### src/rtl/cte_stream.sv
// cte_stream: packed YUV (4:2:2 / 4:4:4) byte stream to packed RGB pixels.
// A capture FSM assembles {Y,U,V} triples. A two-stage multiply / sum-clamp pipeline
// converts them and feeds a first-word-fall-through output FIFO. Input credit covers
// every in-flight pixel, so the pipeline never needs to stall.
module cte_stream #(
    parameter int unsigned DW         = 8,
    parameter int unsigned FRAC       = 8,
    parameter int unsigned FIFO_DEPTH = 4
) (
    input  logic            clk,
    input  logic            reset,
    input  logic            mode,
    input  logic            in_valid,
    output logic            in_ready,
    input  logic [DW-1:0]   in_data,
    output logic            out_valid,
    input  logic            out_ready,
    output logic [3*DW-1:0] out_data,
    output logic            out_clip
);

    localparam int unsigned AW = DW + FRAC + 3;
    localparam int unsigned PW = $clog2(FIFO_DEPTH);
    localparam int unsigned CW = PW + 1;
    localparam int unsigned EW = 3 * DW + 1;

    localparam int CrInt  = int'(1.402 * (2.0 ** FRAC));
    localparam int CguInt = int'(0.344 * (2.0 ** FRAC));
    localparam int CgvInt = int'(0.714 * (2.0 ** FRAC));
    localparam int CbInt  = int'(1.772 * (2.0 ** FRAC));

    localparam logic signed [AW-1:0] CoefR   = AW'(CrInt);
    localparam logic signed [AW-1:0] CoefGu  = AW'(CguInt);
    localparam logic signed [AW-1:0] CoefGv  = AW'(CgvInt);
    localparam logic signed [AW-1:0] CoefB   = AW'(CbInt);
    localparam logic signed [AW-1:0] Half    = AW'(2 ** (DW - 1));
    localparam logic signed [AW-1:0] Rnd     = AW'(2 ** (FRAC - 1));
    localparam logic signed [AW-1:0] MaxVal  = AW'(2 ** DW - 1);

    typedef enum logic [1:0] {StU, StY0, StV, StY1} state_e;

    state_e          state_q, state_d;
    logic            mode_q;
    logic [DW-1:0]   u_q, y0_q, v_q;
    logic            rdy_en_q;
    logic            accept;
    logic            issue, cap_u, cap_y0, cap_v;
    logic [DW-1:0]   pix_y, pix_u, pix_v;

    logic signed [AW-1:0] u_s, v_s;
    logic                 s1_valid_q;
    logic [DW-1:0]        s1_y_q;
    logic signed [AW-1:0] s1_rv_q, s1_gu_q, s1_gv_q, s1_bu_q;

    logic signed [AW-1:0] y_sh, acc_r, acc_g, acc_b, sh_r, sh_g, sh_b;
    logic [DW:0]          cl_r, cl_g, cl_b;
    logic                 s2_valid_q;
    logic [3*DW-1:0]      s2_data_q;
    logic                 s2_clip_q;

    logic [EW-1:0]   mem_q [FIFO_DEPTH];
    logic [PW-1:0]   wr_ptr_q, rd_ptr_q;
    logic [CW-1:0]   count_q, count_d;
    logic            wr_en, rd_en;
    logic [CW:0]     used;
    logic [EW-1:0]   head;

    // Clamp to [0, 2^DW-1]; MSB of the result flags a clamp event.
    function automatic logic [DW:0] clamp(input logic signed [AW-1:0] x);
        if (x[AW-1]) begin
            return {1'b1, {DW{1'b0}}};
        end else if (x > MaxVal) begin
            return {1'b1, {DW{1'b1}}};
        end
        return {1'b0, x[DW-1:0]};
    endfunction

    // Credit covers FIFO entries plus pixels still in the pipeline.
    assign used     = (CW+1)'(count_q) + (CW+1)'(s1_valid_q) + (CW+1)'(s2_valid_q);
    assign in_ready = rdy_en_q && (used < (CW+1)'(FIFO_DEPTH));
    assign accept   = in_valid && in_ready;

    // Holds in_ready low until the first edge after reset release.
    always_ff @(posedge clk or negedge reset) begin
        if (!reset) rdy_en_q <= 1'b0;
        else        rdy_en_q <= 1'b1;
    end

    // Capture FSM state register.
    always_ff @(posedge clk or negedge reset) begin
        if (!reset) state_q <= StU;
        else        state_q <= state_d;
    end

    // Next state: advance on accepted bytes only; 4:4:4 skips the Y1 slot.
    always_comb begin
        state_d = state_q;
        if (accept) begin
            unique case (state_q)
                StU:     state_d = StY0;
                StY0:    state_d = StV;
                StV:     state_d = mode_q ? StU : StY1;
                StY1:    state_d = StU;
                default: state_d = StU;
            endcase
        end
    end

    // FSM outputs: capture strobes and the pixel issued this cycle.
    always_comb begin
        issue  = 1'b0;
        cap_u  = 1'b0;
        cap_y0 = 1'b0;
        cap_v  = 1'b0;
        pix_y  = y0_q;
        pix_u  = u_q;
        pix_v  = v_q;
        unique case (state_q)
            StU:  cap_u  = accept;
            StY0: cap_y0 = accept;
            StV: begin
                cap_v = accept;
                issue = accept;
                pix_v = in_data;
            end
            StY1: begin
                issue = accept;
                pix_y = in_data;
            end
            default: ;
        endcase
    end

    // Component capture; mode is latched with U so it only changes per group.
    always_ff @(posedge clk or negedge reset) begin
        if (!reset) begin
            u_q    <= '0;
            y0_q   <= '0;
            v_q    <= '0;
            mode_q <= 1'b0;
        end else begin
            if (cap_u) begin
                u_q    <= in_data;
                mode_q <= mode;
            end
            if (cap_y0) y0_q <= in_data;
            if (cap_v)  v_q  <= in_data;
        end
    end

    assign u_s = $signed(AW'(pix_u)) - Half;
    assign v_s = $signed(AW'(pix_v)) - Half;

    // Stage 1: register the chroma products.
    always_ff @(posedge clk or negedge reset) begin
        if (!reset) begin
            s1_valid_q <= 1'b0;
            s1_y_q     <= '0;
            s1_rv_q    <= '0;
            s1_gu_q    <= '0;
            s1_gv_q    <= '0;
            s1_bu_q    <= '0;
        end else begin
            s1_valid_q <= issue;
            if (issue) begin
                s1_y_q  <= pix_y;
                s1_rv_q <= CoefR * v_s;
                s1_gu_q <= CoefGu * u_s;
                s1_gv_q <= CoefGv * v_s;
                s1_bu_q <= CoefB * u_s;
            end
        end
    end

    assign y_sh  = $signed(AW'(s1_y_q)) <<< FRAC;
    assign acc_r = y_sh + s1_rv_q + Rnd;
    assign acc_g = y_sh - s1_gu_q - s1_gv_q + Rnd;
    assign acc_b = y_sh + s1_bu_q + Rnd;
    assign sh_r  = acc_r >>> FRAC;
    assign sh_g  = acc_g >>> FRAC;
    assign sh_b  = acc_b >>> FRAC;
    assign cl_r  = clamp(sh_r);
    assign cl_g  = clamp(sh_g);
    assign cl_b  = clamp(sh_b);

    // Stage 2: register the rounded, clamped pixel and its clip flag.
    always_ff @(posedge clk or negedge reset) begin
        if (!reset) begin
            s2_valid_q <= 1'b0;
            s2_data_q  <= '0;
            s2_clip_q  <= 1'b0;
        end else begin
            s2_valid_q <= s1_valid_q;
            if (s1_valid_q) begin
                s2_data_q <= {cl_r[DW-1:0], cl_g[DW-1:0], cl_b[DW-1:0]};
                s2_clip_q <= cl_r[DW] | cl_g[DW] | cl_b[DW];
            end
        end
    end

    assign wr_en     = s2_valid_q;
    assign rd_en     = out_valid && out_ready;
    assign out_valid = (count_q != '0);
    assign head      = mem_q[rd_ptr_q];
    assign out_data  = out_valid ? head[3*DW-1:0] : '0;
    assign out_clip  = out_valid ? head[EW-1] : 1'b0;

    // FIFO storage; contents are only observable through a nonzero count.
    always_ff @(posedge clk) begin
        if (wr_en) mem_q[wr_ptr_q] <= {s2_clip_q, s2_data_q};
    end

    // FIFO occupancy after this cycle's write and read.
    always_comb begin
        count_d = count_q + CW'(wr_en) - CW'(rd_en);
    end

    // FIFO pointers and count.
    always_ff @(posedge clk or negedge reset) begin
        if (!reset) begin
            wr_ptr_q <= '0;
            rd_ptr_q <= '0;
            count_q  <= '0;
        end else begin
            if (wr_en) wr_ptr_q <= wr_ptr_q + 1'b1;
            if (rd_en) rd_ptr_q <= rd_ptr_q + 1'b1;
            count_q <= count_d;
        end
    end

endmodule

### config.mk
export PLATFORM = sky130hd
export DESIGN_NAME = cte_stream
export DESIGN_NICKNAME = d
export VERILOG_FILES = /design/src/rtl/cte_stream.sv
export SDC_FILE = /design/constraint.sdc
export NUM_CORES = 1
export LEC_CHECK = 0
export BUFFER_PORTS_ARGS = -buffer_cell sky130_fd_sc_hd__buf_2
export CORE_MARGIN = 8
export CORE_UTILIZATION = 32
export DETAILED_ROUTE_END_ITERATION = 16
export GPL_TIMING_DRIVEN = 1
export PLACE_DENSITY = 0.48
export SYNTH_ARGS = -nofsm -noshare
export SYNTH_HDL_FRONTEND = slang
export SYNTH_SLANG_ARGS = --single-unit
### constraint.sdc
create_clock -name clk -period 12.5 [get_ports clk]
set_input_delay 3.75 -clock clk [delete_from_list [all_inputs] [get_ports clk]]
set_output_delay 3.75 -clock clk [all_outputs]
set_load 0.01 [all_outputs]
* Word level (Yosys, flattened, before mapping) *
Memories as Yosys holds them, arrays and structs flattened.
Cells that the tools add are included.

word-level totals
  register bits = 142
  bits in read-only memories = 0
  memories = 1
  bits in writable memories = 100
  latch bits = 0

operators by class
  reductions and logical operators = 6
  equal/unequal tests = 3
  bitwise operators = 2
  add/subtract/negate cells = 15
  shifts and indexed selects = 0
  order comparisons = 4
  muxes and demuxes = 27
  div/mod/pow operators = 0
  $mul = 4

memory list
  memory  depth  width  read ports  clocked after memory_dff  wr ports  RTL line  text
  mem_q   4      25     1           0                         1         61        logic [EW-1:0] mem_q [FIFO_DEPTH];

operators by type and width
  kind                   number
  $mux 9                 9
  $add 19x9->19 const B  3
  $add 17x19->19         2
  $mul 9x9->18 const A   2
  $gt 11x9->1 const B    3
  $mux 24                1
  $mul 10x9->19 const A  1
  $sub 17x19->19         1
  $sub 19x19->19         1
  $sub 8x8->9 const B    2
  $mux 8                 2
  $mul 5x9->14 const A   1
  $mux 1                 13
  $pmux 2 s4             1
  $add 2x1->2 const B    2
  $add 3x1->4            1
  $add 4x1->4            1
  $eq 2x2->1 const B     2
  $lt 4x3->1 const B     1
  $add 3x1->3            1
  $logic_and 1x1->1      3
  $reduce_bool 3->1      1
  $sub 3x1->3            1
  $eq 2x1->1 const B     1
  4 further kinds        5

* Depth between registers and ports, before layout *
Gate-level depths: netlist of run 1.

  word-level depth = 9
  gate-level depth with buffers = 24
  depth with buffers taken out = 24

* Worst setup path before layout of run 1 *
No wires, ideal clock.

  kind = input to register
  start point = input in_data[7]
  end point = register s1_gv_q[15]
  setup time = 96 ps
  data arrival time = 8418 ps
  path slack = 3987 ps
  stages = 19
  cells stage by stage = mux2i_1 -> inv_1 -> ha_1 -> ha_1 -> inv_1 -> fa_1 -> inv_1 -> fa_1 -> ha_1 -> ha_1 -> a21o_1 -> a21oi_1 -> o21bai_1 -> a21oi_1 -> nor2_1 -> o21ai_0 -> a21oi_1 -> o21a_1 -> o31ai_1

between the ends
  word-level cells in the longest chain between the ends = 3

RTL lines
  element                 RTL line  text
  start: declaration      15        input logic [DW-1:0] in_data,
  $mux 8                  118       unique case (state_q)
  $sub 8x8->9             152       assign v_s = $signed(AW'(pix_v)) - Half;
  $mul 9x9->18            169       s1_gv_q <= CoefGv * v_s;
  end signal: assignment  169
  end: declaration        53        logic signed [AW-1:0] s1_rv_q, s1_gu_q, s1_gv_q, s1_bu_q;

Every way passes these cells.
A chain may end at the register's enable or synchronous reset.

* Worst setup path after layout of run 1 *
  start point = input in_data[0]
  end point = register s1_gv_q[15]

between the ends
  word-level cells in the longest chain between the ends = 3

RTL lines
  element             RTL line  text
  $mux 8              118
  named net pix_v[0]  48        logic [DW-1:0] pix_y, pix_u, pix_v;
  $sub 8x8->9         152
  $mul 9x9->18        169

The timed path passes the listed nets, and every way through them passes these cells.

==> results.sh, run 1 <==
export IMPL_post_cts_resized=0
export IMPL_setup_ws_ns=4.34
export IMPL_period_share_pct=65.3
export IMPL_hold_viol=0
export IMPL_setup_violations=0
export IMPL_yosysMostFrequentCell="inv_1"
export IMPL_slowest_delay_ns=0.49
export IMPL_drive_gt1_share_pct=11.9
export IMPL_h_tree_depth=1
export IMPL_max_cap_violations=0
export IMPL_async_reset_ff_share_pct=55.8
export IMPL_hold_end="s1_gu_q[10]$_DFFE_PN0P_"
export IMPL_synth_top_area_share_pct=20.7
export IMPL_clock_sinks=226
export IMPL_grtUsageTotal_pct=12.2
export IMPL_place_gp_congestion=0.827
export IMPL_grt_pass1_vias=9677
export IMPL_drt_wl_total_um=32600
export IMPL_place_hpwl_um=25400
export IMPL_port_buffers=39
export IMPL_critPathKind="input port to register"
export IMPL_clock_tree_buffer_depth=3
export IMPL_fin_setup_tns_ns=0
export IMPL_vias=9449
export IMPL_drv_slew=0
export IMPL_synth_area_leaders="dfrtp_1 21%, edfxtp_1 20%, ha_1 16%, fa_1 9.1%, inv_1 5.4%"
export IMPL_path_clk_slew_ns=0.06
export IMPL_crit_required_ns=12.97
export IMPL_cp_common_cell="inv_1"
export IMPL_hp_class="register to register"
export IMPL_synthToLayoutAreaGrowth_pct=12.7
export IMPL_grt_remaining_overflow=0
export IMPL_start_kind="input port"
export IMPL_dieArea_sq_um=54700
export IMPL_ios=40
export IMPL_die_y_um=234
export IMPL_pre_cts_ws_ns=3.79
export IMPL_yosysWarnings=0
export IMPL_synth_nets=1631
export IMPL_synth_area_sq_um=15200
export IMPL_synth_area_per_cell_sq_um=11.3
export IMPL_initial_core_util_pct=32.1
export IMPL_r2r_cells=24
export IMPL_post_cts_buffers=0
export IMPL_rsz0062_at_grt="no"
export IMPL_grt_start_max_net_pins=74
export IMPL_fmax_mhz=123
export IMPL_worstPathArrival_ns=8.63
export IMPL_syn_inst=1350
export IMPL_yosysSeqAreaShare_pct=40.5
export IMPL_cp_cell_sequence="buf_2, mux2i_1, inv_1, ha_1, inv_1, fa_1, inv_1, ha_1, inv_1, fa_1, inv_1, ha_1, ha_1, fa_1, a21o_1, a21oi_1, o21bai_1, a21oi_1, nor2_1, o21ai_0, a21oi_1, o21a_1, o31ai_1"
export IMPL_crit_slowest_cell="fa_1"
export IMPL_drt_iter0_drc=354
export IMPL_cp_depth=23
export IMPL_synth_cell_types=72
export IMPL_numCtsBuffers=28
export IMPL_firstDrtPassIters=4
export IMPL_nets=1680
export IMPL_critPathTopFamily="adder cells"
export IMPL_slew_headroom_pct=29.6
export IMPL_cts_root_buf="clkbuf_16"
export IMPL_cts_tree="built"
export IMPL_die_x_um=234
export IMPL_ant_nets=0
export IMPL_hp_start="s1_gu_q[10]$_DFFE_PN0P_"
export IMPL_hold_path_depth=2
export IMPL_reg2reg_slack_ns=6.32
export IMPL_clock_skew_ns=0.0108
export IMPL_cts_hold_buffers=0
export IMPL_synth_flop_cell="dfrtp_1"
export IMPL_crit_path_end_kind="register"
export IMPL_worst_slew_pin_slew_ns=1.05
export IMPL_status="finished clean"
export IMPL_cp_buffers_inverters=6
export IMPL_rows=80
export IMPL_synth_largest_area_cell="dfrtp_1"
export IMPL_clk_latency_ns=0.57
export IMPL_antenna_found_initial=1
export IMPL_utilization_pct=36.2
export IMPL_core_area_sq_um=47300
export IMPL_r2r_end="s1_gv_q[15]$_DFFE_PN0P_"
export IMPL_crit_path_max_fanout=5
export IMPL_r2r_start="state_q[1]$_DFFE_PN0P_"
export IMPL_netlist_top_cells_count="217 x inv_1, 199 x ha_1, 126 x dfrtp_1"
export IMPL_synth_edf_count=100
export IMPL_diodes=0
export IMPL_viasPerCell=4.64
export IMPL_drcViolationCount=0
export IMPL_period_needed_ns=8.16
export IMPL_wl_per_cell_um=16.0
export IMPL_ys_ff_latch=226
export IMPL_grt_pass1_wl_um=53000
==> how the worst max path moves through the flow <==
| stage | end | slack (ns) | startpoint |
|---|---|---|---|
| floorplan | s1_gv_q[15]$_DFFE_PN0P_ | 3.99 | in_data[7] |
| global placement | s1_gv_q[15]$_DFFE_PN0P_ | 3.82 | in_data[0] |
| detailed placement | s1_gv_q[15]$_DFFE_PN0P_ | 3.79 | in_data[0] |
| CTS | s1_gv_q[15]$_DFFE_PN0P_ | 4.39 | in_data[0] |
| global route | s1_gv_q[15]$_DFFE_PN0P_ | 3.94 | in_data[0] |
| finish | s1_gv_q[15]$_DFFE_PN0P_ | 4.34 | in_data[0] |
==> routing by layer <==
layer | global-route usage (%) | up-vias | share of wire, %
li1 | - | 4734 | -
met1 | 16.8 | 4550 | 49
met2 | 20.1 | 119 | 46
met3 | 1.96 | 46 | 3.3
met4 | 2.89 | 0 | 2.2
met5 | 0 | - | 0
==> final cells by class <==
class | instances | area (sq um)
flip-flops and latches | 226 | 6160
well taps | 615 | 769
fillers | 4721 | 30200
clock buffers | 39 | 802
clock inverters | 13 | 199
inverters | 218 | 818
multi-input cells | 876 | 8120
repair buffers | 49 | 277
==> cell families (layout without fill, tap and decap cells) <==
| logic type | after synthesis | in the layout | synth area share, % |
|---|---|---|---|
| adder cells (fa/ha/maj) | 268 | 268 | 25.5 |
| buffers and inverters | 248 | 319 | 6.19 |
| AO/OA/AOI/OAI | 241 | 241 | 10.0 |
| AND/OR/NAND/NOR | 236 | 236 | 7.51 |
| flip-flops | 226 | 226 | 40.5 |
| XOR/XNOR | 67 | 67 | 3.86 |
| multiplexers | 63 | 63 | 6.41 |
| other | 1 | 1 | 0.0247 |
==> registers in the layout, summed over array words and instances (netlist names), 2 cells and up <==
register and count:
s1_bu_q 15, s1_y_q 8, v_q 8, s1_gv_q 14
rd_ptr_q 2, state_q 2, mem_q 100, s1_gu_q 11
wr_ptr_q 2, s2_data_q 24, pix_u 8, y0_q 8
s1_rv_q 16, count_q 3
==> worst reg2reg max path: stages, from the launching register on <==
cell and delay, ns:
dfrtp_1 0.47, inv_1 0.09, nor2_1 0.65, mux2i_1 0.46
inv_1 0.20, ha_1 0.36, inv_1 0.07, fa_1 0.47
inv_1 0.04, ha_1 0.26, inv_1 0.05, fa_1 0.49
inv_1 0.04, ha_1 0.28, ha_1 0.22, fa_1 0.41
a21o_1 0.18, a21oi_1 0.22, o21bai_1 0.09, a21oi_1 0.22
nor2_1 0.06, o21ai_0 0.22, a21oi_1 0.14, o21a_1 0.19
o31ai_1 0.19
==> layout by cell type (no fill, tap or decap), types with 20 or more instances in the layout <==
cell type	count
and2_1	37
o21ai_0	93
nand2_1	87
xor2_1	20
inv_1	217
a21oi_1	37
mux4_2	25
ha_1	199
mux2_2	25
dfrtp_1	126
edfxtp_1	100
fa_1	69
xnor2_1	47
nor2_1	49
buf_2	38
clkbuf_16	28
a21o_1	24
==> through the flow <==
| step | instances | hold slack (ns) | cell area [sq um] |
|---|---|---|---|
| floorplan | 1350 | 0.421 | 15200 |
| global placement | 1984 | 0.469 | 16100 |
| detailed placement | 1984 | 0.471 | 16100 |
| CTS | 2036 | 0.484 | 17100 |
| global route | 2036 | 0.511 | 17100 |
| finish | 2036 | 0.480 | 17100 |
Power of run 1 is left out: the tool's default activity adds up to more than one toggle a clock period on the data nets, which glitch-free logic cannot reach.
==> run 2: changes to the inputs <==
- clock period: 12.5 -> 8.27 ns (I/O delays scaled with it)
==> results.sh, run 2 (synthesis gave the netlist of run 1 again) <==
export IMPL_status="finished clean"
export IMPL_drcViolationCount=0
export IMPL_slowest_delay_ns=0.49
export IMPL_dieArea_sq_um=54700
export IMPL_hold_viol=0
export IMPL_antenna_found_initial=0
export IMPL_grt_remaining_overflow=0
export IMPL_mostFrequentLayoutCells="217 x inv_1, 199 x ha_1, 126 x dfrtp_1"
export IMPL_drt_iter0_drc=440
export IMPL_slew_headroom_pct=28.4
export IMPL_hold_path_depth=2
export IMPL_nets=1680
export IMPL_setup_violations=0
export IMPL_max_cap_violations=0
export IMPL_fin_setup_tns_ns=0
export IMPL_hold_slack_ns=0.479
export IMPL_ant_nets=0
export IMPL_place_gp_congestion=0.840
export IMPL_largest_reg_flops=100
export IMPL_core_area_sq_um=47300
export IMPL_grt_pass1_wl_um=53300
export IMPL_firstDrtPassIters=5
export IMPL_h_tree_depth=1
export IMPL_grt_start_max_net_pins=79
export IMPL_rows=80
export IMPL_grt_pass1_vias=9660
export IMPL_viasPerCell=4.64
export IMPL_cp_depth=23
export IMPL_cts_root_buf="clkbuf_16"
export IMPL_critPathTopFamily="adder cells"
export IMPL_final_common_cell="inv_1"
export IMPL_grtUsageTotal_pct=12.3
export IMPL_die_y_um=234
export IMPL_fmax_mhz=147
export IMPL_ios=40
export IMPL_r2r_cells=24
export IMPL_fill_cells=4755
export IMPL_period_share_pct=82.4
export IMPL_post_cts_buffers=0
export IMPL_cts_hold_buffers=0
export IMPL_worst_slew_pin_slew_ns=1.07
export IMPL_drive_gt1_share_pct=11.9
export IMPL_clock_skew_ns=0.0112
export IMPL_clk_latency_ns=0.57
export IMPL_cp_common_cell="inv_1"
export IMPL_period_needed_ns=6.82
export IMPL_wl_per_cell_um=16.1
export IMPL_post_cts_resized=0
export IMPL_rsz0062_at_grt="no"
export IMPL_multiInputGateArea_sq_um=8120
export IMPL_cp_buffers_inverters=6
export IMPL_initial_core_util_pct=32.1
export IMPL_path_clk_slew_ns=0.05
export IMPL_vias=9441
export IMPL_regMostFlops="mem_q"
export IMPL_worstPathArrival_ns=7.29
export IMPL_die_x_um=234
export IMPL_crit_slowest_cell="fa_1"
export IMPL_synthToLayoutAreaGrowth_pct=12.7
export IMPL_diodes=0
export IMPL_clock_sinks=226
export IMPL_drv_slew=0
export IMPL_place_hpwl_um=25500
export IMPL_clock_tree_buffer_depth=3
export IMPL_reg_top3="mem_q: 100 flops, s2_data_q: 24 flops, s1_rv_q: 16 flops"
export IMPL_crit_path_max_fanout=5
export IMPL_crit_path_end_kind="register"
export IMPL_cts_tree="built"
export IMPL_cp_cell_sequence="buf_2, mux2i_1, inv_1, ha_1, inv_1, fa_1, inv_1, ha_1, inv_1, fa_1, inv_1, ha_1, ha_1, fa_1, a21o_1, a21oi_1, o21bai_1, a21oi_1, nor2_1, o21ai_0, a21oi_1, o21a_1, o31ai_1"
export IMPL_numCtsBuffers=28
export IMPL_critPathKind="input port to register"
export IMPL_start_kind="input port"
export IMPL_port_buffers=39
export IMPL_hp_class="register to register"
export IMPL_drt_wl_total_um=32800
export IMPL_seqCellArea_sq_um=6160
export IMPL_crit_required_ns=8.75
run 2: worst paths after layout:
path | endpoint | slack, ns | from
worst max-delay path | s1_gv_q[15]$_DFFE_PN0P_ | 1.45 | in_data[0]
worst min-delay path | s1_gv_q[10]$_DFFE_PN0P_ | 0.48 | s1_gv_q[10]$_DFFE_PN0P_
worst max register to register | s1_gv_q[15]$_DFFE_PN0P_ | 2.14 | state_q[1]$_DFFE_PN0P_
worst min register to register | s1_gv_q[10]$_DFFE_PN0P_ | 0.48 | s1_gv_q[10]$_DFFE_PN0P_
max in group asynchronous | s1_bu_q[12]$_DFFE_PN0P_ | 5.20 | reset
min in group asynchronous | s1_rv_q[7]$_DFFE_PN0P_ | 1.92 | reset
run 2: layout make-up:
cell class              count  area share [%]
clock inverters            14            1.23
multi-input cells         876            47.4
flip-flops and latches    226            35.9
repair buffers             49            1.61
well taps                 615            4.49
inverters                 218            4.78
clock buffers              37            4.58
run 2: stage by stage:
stage	cells	instance area [sq um]	util, %	setup slack, ns
6_report	2035	17100	36.2	1.45
5_1_grt	2035	17100	36.2	1.05
4_1_cts	2035	17100	36.2	1.44
3_5_place_dp	1984	16100	34.1	0.858
3_3_place_gp	1984	16100	34.1	0.911
2_1_floorplan	1350	15200	-	1.03
run 2: tightest hold or removal path, cell delays in order, from the launching register on:
cell     delay [ns]
dfrtp_1        0.34
nand2_1        0.05
o21ai_0        0.06
run 2: routing by layer:
layer	global-route usage, %	part of all wire (%)	routed length [um]	vias to the layer above
met2	20.0	46	15100	121
met4	2.60	2.0	657	0
met1	16.9	48	15700	4546
met5	0	0	0	-
li1	-	-	-	4736
met3	2.20	4.1	1330	38
Power of run 2 is left out for the same reason.
==> run 3: changes to the inputs <==
- clock period: 8.27 -> 6.42 ns (I/O delays scaled with it)
==> results.sh, run 3 (synthesis gave the netlist of run 1 again) <==
export IMPL_numCtsBuffers=27
export IMPL_crit_required_ns=6.88
export IMPL_period_share_pct=93.8
export IMPL_slew_headroom_pct=36.2
export IMPL_place_hpwl_um=25700
export IMPL_vias=9535
export IMPL_rsz0062_at_grt="no"
export IMPL_port_buffers=39
export IMPL_hp_start="s1_gv_q[10]$_DFFE_PN0P_"
export IMPL_viasPerCell=4.58
export IMPL_antenna_found_initial=0
export IMPL_hold_slack_ns=0.479
export IMPL_regMostFlops="mem_q"
export IMPL_firstDrtPassIters=4
export IMPL_period_needed_ns=6.02
export IMPL_drcViolationCount=0
export IMPL_reg_top3="mem_q: 100 flops, s2_data_q: 24 flops, s1_rv_q: 16 flops"
export IMPL_hold_viol=0
export IMPL_ios=40
export IMPL_core_area_sq_um=47300
export IMPL_hp_class="register to register"
export IMPL_hold_end="s1_gv_q[10]$_DFFE_PN0P_"
export IMPL_drt_wl_total_um=33100
export IMPL_cts_root_buf="clkbuf_16"
export IMPL_final_common_cell="inv_1"
export IMPL_fmax_mhz=166
export IMPL_setup_ws_ns=0.401
export IMPL_post_cts_resized=0
export IMPL_clock_skew_ns=0.0140
export IMPL_dieArea_sq_um=54700
export IMPL_worstPathArrival_ns=6.48
export IMPL_nets=1730
export IMPL_clock_sinks=226
export IMPL_r2r_end="s1_gv_q[15]$_DFFE_PN0P_"
export IMPL_reg2reg_slack_ns=0.93
export IMPL_hold_path_depth=2
export IMPL_cts_tree="built"
export IMPL_critPathKind="input port to register"
export IMPL_path_clk_slew_ns=0.06
export IMPL_ant_nets=0
export IMPL_wl_per_cell_um=15.9
export IMPL_cts_hold_buffers=0
export IMPL_grt_start_max_net_pins=87
export IMPL_clock_tree_buffer_depth=3
export IMPL_diodes=0
export IMPL_synthToLayoutAreaGrowth_pct=14.7
export IMPL_mostFrequentLayoutCells="217 x inv_1, 199 x ha_1, 126 x dfrtp_1"
export IMPL_grtUsageTotal_pct=12.3
export IMPL_initial_core_util_pct=32.1
export IMPL_place_gp_congestion=0.841
export IMPL_pre_cts_ws_ns=-0.166
export IMPL_crit_path_end_kind="register"
export IMPL_largest_reg_flops=100
export IMPL_grt_pass1_wl_um=53700
export IMPL_start_kind="input port"
export IMPL_clk_latency_ns=0.56
export IMPL_drv_slew=0
export IMPL_drt_iter0_drc=383
export IMPL_drive_gt1_share_pct=14.7
export IMPL_crit_path_max_fanout=4
export IMPL_rows=80
export IMPL_post_cts_buffers=0
export IMPL_worst_slew_pin_slew_ns=0.952
export IMPL_r2r_start="state_q[1]$_DFFE_PN0P_"
export IMPL_grt_pass1_vias=9972
export IMPL_r2r_cells=24
export IMPL_grt_remaining_overflow=0
export IMPL_status="finished clean"
export IMPL_setup_violations=0
export IMPL_h_tree_depth=1
export IMPL_die_x_um=234
export IMPL_die_y_um=234
export IMPL_max_cap_violations=0
[run 3: layout make-up]
class                      instances  area [sq um]
clock buffer                      36           749
clock inverter                    11           153
fill                            4725         29900
inverter                         218           818
multi-input combinational        876          8130
sequential                       226          6160
tap                              615           769
timing repair buffer             100           659
[run 3: critical path: stages]
cell and delay (ns):
buf_2 0.10, mux2i_1 0.18, inv_1 0.15, ha_1 0.33
inv_1 0.07, fa_1 0.48, inv_1 0.04, ha_1 0.26
inv_1 0.05, fa_1 0.49, inv_1 0.04, ha_1 0.29
ha_1 0.23, fa_1 0.39, a21o_1 0.18, a21oi_1 0.20
o21bai_1 0.08, a21oi_1 0.20, nor2_1 0.05, o21ai_0 0.24
a21oi_1 0.14, o21a_1 0.19, o31ai_1 0.17
[run 3: worst max path at each step]
stage                     cells after the start                 endpoint        from
after global routing                         23  s1_gv_q[15]$_DFFE_PN0P_  in_data[0]
after detailed placement                     23  s1_gv_q[15]$_DFFE_PN0P_  in_data[0]
after floorplan                              22  s1_gv_q[15]$_DFFE_PN0P_  in_data[0]
after CTS                                    23  s1_gv_q[15]$_DFFE_PN0P_  in_data[0]
after global placement                       23  s1_gv_q[15]$_DFFE_PN0P_  in_data[0]
final                                        23  s1_gv_q[15]$_DFFE_PN0P_  in_data[0]
[run 3: layer usage]
metal  global-route usage (%)  vias to the layer above  share of wire, %
met5                        0                        -                 0
met3                     1.67                       42               3.4
met4                     2.65                        0               1.9
met1                     16.6                     4574                48
met2                     21.0                       92                47
li1                         -                     4827                 -
[run 3: stage by stage]
step                      cell area (sq um)  utilization, %  instances  setup TNS, ns
final                                 17400            36.8       2082              0
after detailed placement              16500            34.9       2035         -0.405
after floorplan                       15200               -       1350              0
after global placement                16500            34.9       2035         -0.277
after CTS                             17400            36.8       2082              0
after global routing                  17400            36.8       2082              0
Power of run 3 is left out for the same reason.
